<file path="src/rtl/pipe_dff_array.sv">
// pipe_dff_array: PIPE_DEPTH-stage delay line for a 2-D array of WIDTH-bit elements.
// Define PIPE_DFF_XCHECK_EN to add simulation-only X/Z checks on en and in.
module pipe_dff_array #(
    parameter int WIDTH         = 16,
    parameter int ARRAY_SIZE1   = 1,
    parameter int ARRAY_SIZE2   = 1,
    parameter int PIPE_DEPTH    = 1,
    parameter int RETIME_STATUS = 0
) (
    input  logic             clk,
    input  logic             reset,
    input  logic             en,
    input  logic [WIDTH-1:0] in  [ARRAY_SIZE1][ARRAY_SIZE2],
    output logic [WIDTH-1:0] out [ARRAY_SIZE1][ARRAY_SIZE2]
);

    // RETIME_STATUS only steers the synthesis attribute below.
    logic unused_cfg;
    assign unused_cfg = (RETIME_STATUS != 0);

    generate
        if (PIPE_DEPTH == 0) begin : g_bypass
            logic unused_ctrl;
            assign unused_ctrl = ^{clk, reset, en};
            assign out = in;
        end else begin : g_pipe
            (* retime = RETIME_STATUS *)
            logic [WIDTH-1:0] stage [PIPE_DEPTH][ARRAY_SIZE1][ARRAY_SIZE2];

            always_ff @(posedge clk or posedge reset) begin
                if (reset) begin
                    for (int k = 0; k < PIPE_DEPTH; k++) begin
                        for (int i = 0; i < ARRAY_SIZE1; i++) begin
                            for (int j = 0; j < ARRAY_SIZE2; j++) begin
                                stage[k][i][j] <= '0;
                            end
                        end
                    end
                end else if (en) begin
                    stage[0] <= in;
                    for (int k = 1; k < PIPE_DEPTH; k++) begin
                        stage[k] <= stage[k-1];
                    end
                end
            end

            assign out = stage[PIPE_DEPTH-1];
        end
    endgenerate

`ifdef PIPE_DFF_XCHECK_EN
    generate
        if (PIPE_DEPTH < 0) begin : g_bad_depth
            $error("pipe_dff_array: PIPE_DEPTH must be >= 0, got %0d", PIPE_DEPTH);
        end
    endgenerate

    always @(posedge clk) begin
        if (reset === 1'b0) begin
            assert (!$isunknown(en))
                else $error("pipe_dff_array: en is X/Z at rising clk");
            if (en === 1'b1) begin
                for (int i = 0; i < ARRAY_SIZE1; i++) begin
                    for (int j = 0; j < ARRAY_SIZE2; j++) begin
                        if ($isunknown(in[i][j]))
                            $error("pipe_dff_array: X/Z on in[%0d][%0d]", i, j);
                    end
                end
            end
        end
    end
`else
    // Synthesis builds carry no checking logic.
`endif

endmodule

</file>
<file path="config.mk">
export PLATFORM = sky130hd
export DESIGN_NAME = pipe_dff_array
export DESIGN_NICKNAME = d
export VERILOG_FILES = /design/src/rtl/pipe_dff_array.sv
export SDC_FILE = /design/constraint.sdc
export NUM_CORES = 1
export LEC_CHECK = 0
export CORE_MARGIN = 8
export CORE_UTILIZATION = 35
export CTS_CLUSTER_DIAMETER = 30
export DETAILED_ROUTE_END_ITERATION = 6
export PLACE_DENSITY = 0.73
export REMOVE_ABC_BUFFERS = 1
export SETUP_SLACK_MARGIN = 0.05
export SYNTH_ARGS = -nofsm -noshare
export SYNTH_HDL_FRONTEND = slang
export SYNTH_SLANG_ARGS = --single-unit
export TNS_END_PERCENT = 1
</file>
<file path="constraint.sdc">
create_clock -name clk -period 1.1 [get_ports clk]
set_input_delay 0.165 -clock clk [delete_from_list [all_inputs] [get_ports clk]]
set_output_delay 0.165 -clock clk [all_outputs]
set_load 0.02 [all_outputs]
</file>
==> impl_metrics.csv <==
group,metric,value,unit
yosys,syn-cell-area,653,um^2
min_path,hp-class,"input pin to asynchronous set/reset pin",
power,p_sw_share,26.3,%
power,cellPowerDensity,1320,nW/um^2
setup_path,crit_type,"input pin to register",
yosys,yosysSeqAreaShare,61.3,%
layout,antenna_cells,0,
timing,finalSetupViolCount,0,
layout,final_net_count,98,
timing,rsz0062_at_grt,"false",
yosys,yosys.area.top_type_share,61.3,%
yosys,synthTopCellsByArea,"dfrtp_1 (61%), mux2_4 (23%), mux2_2 (10%)",
route,ant_nets,0,
route,dr_wl_met3,129,um
grt,first_global_vias,514,
setup_path,worstSetupEndpointType,"register",
timing,skew,0,ps
run_status,status,"finished clean",
floorplan,die_area,3500,um^2
layout,syn_to_final_growth,53.3,%
timing,slew-limit-headroom,86.5,%
cts,clock-sinks,16,
yosys,synth_cell_types,6,
layout,drive_above_1_share,54.5,%
yosys,syn_inst,35,
grt,antenna_found_initial,0,
power,power_frac_comb,26.7,%
setup_path,critPathLaunchType,"input pin",
yosys,synth_common_cells,"dfrtp_1 (16), mux2_4 (10), mux2_2 (6)",
power,pwr-share-seq,51.4,%
route,drt_pass1_iterations,2,
route,drc,0,
cts,clk_path_buf_depth,2,
yosys,async_flop_share,100,%
yosys,yosys_warnings,0,
place,gp_congestion,0.579,
grt,grt_max_degree,17,
layout,fin_util,57.3,%
yosys,synth.avg_cell_area,18.7,um^2
setup_path,cp.required,1260,ps
yosys,ys_ff_latch,16,
route,wl_met2,630,um
cts,postCtsHoldBufs,0,
route,wl_per_cell,14.7,um
floorplan,core_area,1750,um^2
grt,track_usage,9.40,%
power,power.switching,0.347,mW
place,numPortBuffers,34,
grt,overflow,0,
timing,whs,185,ps
cts,clkTransAtPathRegs,80,ps
layout,fillers,155,
yosys,synth-edff-count,0,
timing,worst_slew_pin_slew,202,ps
timing,fin_crit_sh,93.5,%
layout,largest_reg_flops,16,
route,initialDrtViolationCount,6,
floorplan,rows,15,
route,met1Wirelength,718,um
cts,root_buffer,"clkbuf_4",
power,ir_drop,0.784,mV
floorplan,io_pins,35,
cts,htreeDepth,1,
place,hpwl,1180,um
timing,hold_viol_final,0,
yosys,synth.most_common_cell,"dfrtp_1",
cts,cts_tree,"yes",
place,placedCellCount,99,
cts,cts_buffers,3,
layout,instances_no_fill,102,
yosys,synthFlopType,"dfrtp_1",
power,static-leakage-power,0.484,nW
yosys,synth_area_leader_cell,"dfrtp_1",
route,detail_route.wirelength,1500,um
route,via_per_inst,4.34,
power,clkPwrFrac,21.9,%
timing,min_period,1030,ps
setup_path,crit_fanout,12,
floorplan,start_util,37.4,%
timing,clock.fmax,972,MHz
route,top_layer_used,"met4",
setup_path,critPathArrivalTime,1190,ps
timing,drv_slew,0,
route,vias,443,
grt,grt_pass1_wl,2500,um
job,maxCapViolations,0,
floorplan,die_w,59.2,um
floorplan,dieHeight,59.2,um
cts,clk_latency,270,ps
power,p_int,0.971,mW
==> cells by family (layout without fill, tap and decap cells) <==
kind of cell | Yosys count | in the layout | share of synthesized area [%]
flip-flops | 16 | 16 | 61.3
multiplexers | 16 | 16 | 33.3
buffers and inverters | 3 | 45 | 5.36
==> stage by stage <==
| stage | total power [mW] | worst slack, ps | instance area (um^2) | TNS [ps] |
|---|---|---|---|---|
| final | 1.32 | 71.7 | 1000 | 0 |
| after global routing | 1.39 | 56.2 | 1000 | 0 |
| after CTS | 1.34 | 79.6 | 1000 | 0 |
| after detailed placement | 1.10 | -231 | 1060 | -3350 |
| after global placement | 1.10 | -204 | 1060 | -3090 |
| after floorplan | 0.854 | 265 | 622 | 0 |
==> cell usage in the layout, fill, tap and decap left out <==
| cell type | count |
|---|---|
| buf_4 | 6 |
| buf_12 | 1 |
| dfrtp_1 | 16 |
| buf_2 | 16 |
| mux2_2 | 6 |
| clkdlybuf4s50_1 | 18 |
| clkbuf_4 | 3 |
| inv_1 | 1 |
| mux2_4 | 10 |
==> worst paths after layout <==
kind	startpoint	end	slack, ps	depth (start not counted)
worst max-delay path	en	out[2]	70	3
worst min-delay path	reset	out[8]	190	3
worst max register to register	out[12]	out[12]	220	2
worst min register to register	out[13]	out[13]	510	1
max in group asynchronous	reset	out[2]	730	3
min in group clk	in[8]	out[8]	500	2
==> cell type report <==
type | count | area (um^2) | area share (%)
Clock buffer | 3 | 22.5 | 2.25
Inverter | 1 | 3.75 | 0.375
Multi-Input combinational cell | 16 | 218 | 21.8
Sequential cell | 16 | 400 | 40.0
Tap cell | 25 | 31.3 | 3.13
Timing Repair Buffer | 41 | 325 | 32.5
==> worst max-delay path: stages <==
cell and delay [ps]:
clkdlybuf4s50_1 530, buf_12 160, mux2_2 330
==> layer usage <==
| metal | GRT usage, % | vias to the layer above |
|---|---|---|
| met5 | 0 | - |
| met1 | 12.5 | 213 |
| met3 | 4.77 | 2 |
| met2 | 12.2 | 25 |
| met4 | 4.10 | 0 |
| li1 | - | 203 |
==> power groups by stage <==
stage                     combinational [mW]  sequential [mW]  clock, mW
after CTS                              0.358            0.678      0.308
after detailed placement               0.415            0.690          0
after global routing                   0.376            0.683      0.334
after global placement                 0.411            0.690          0
after floorplan                       0.0922            0.762          0
final                                  0.352            0.677      0.288
==> repair_timing <==
item,CTS,global route
gates resized for setup,64,0
buffers inserted,0,0
hold endpoints to repair,0,0
endpoints found under the setup margin,16,0
(Power assumes the default switching activity.)
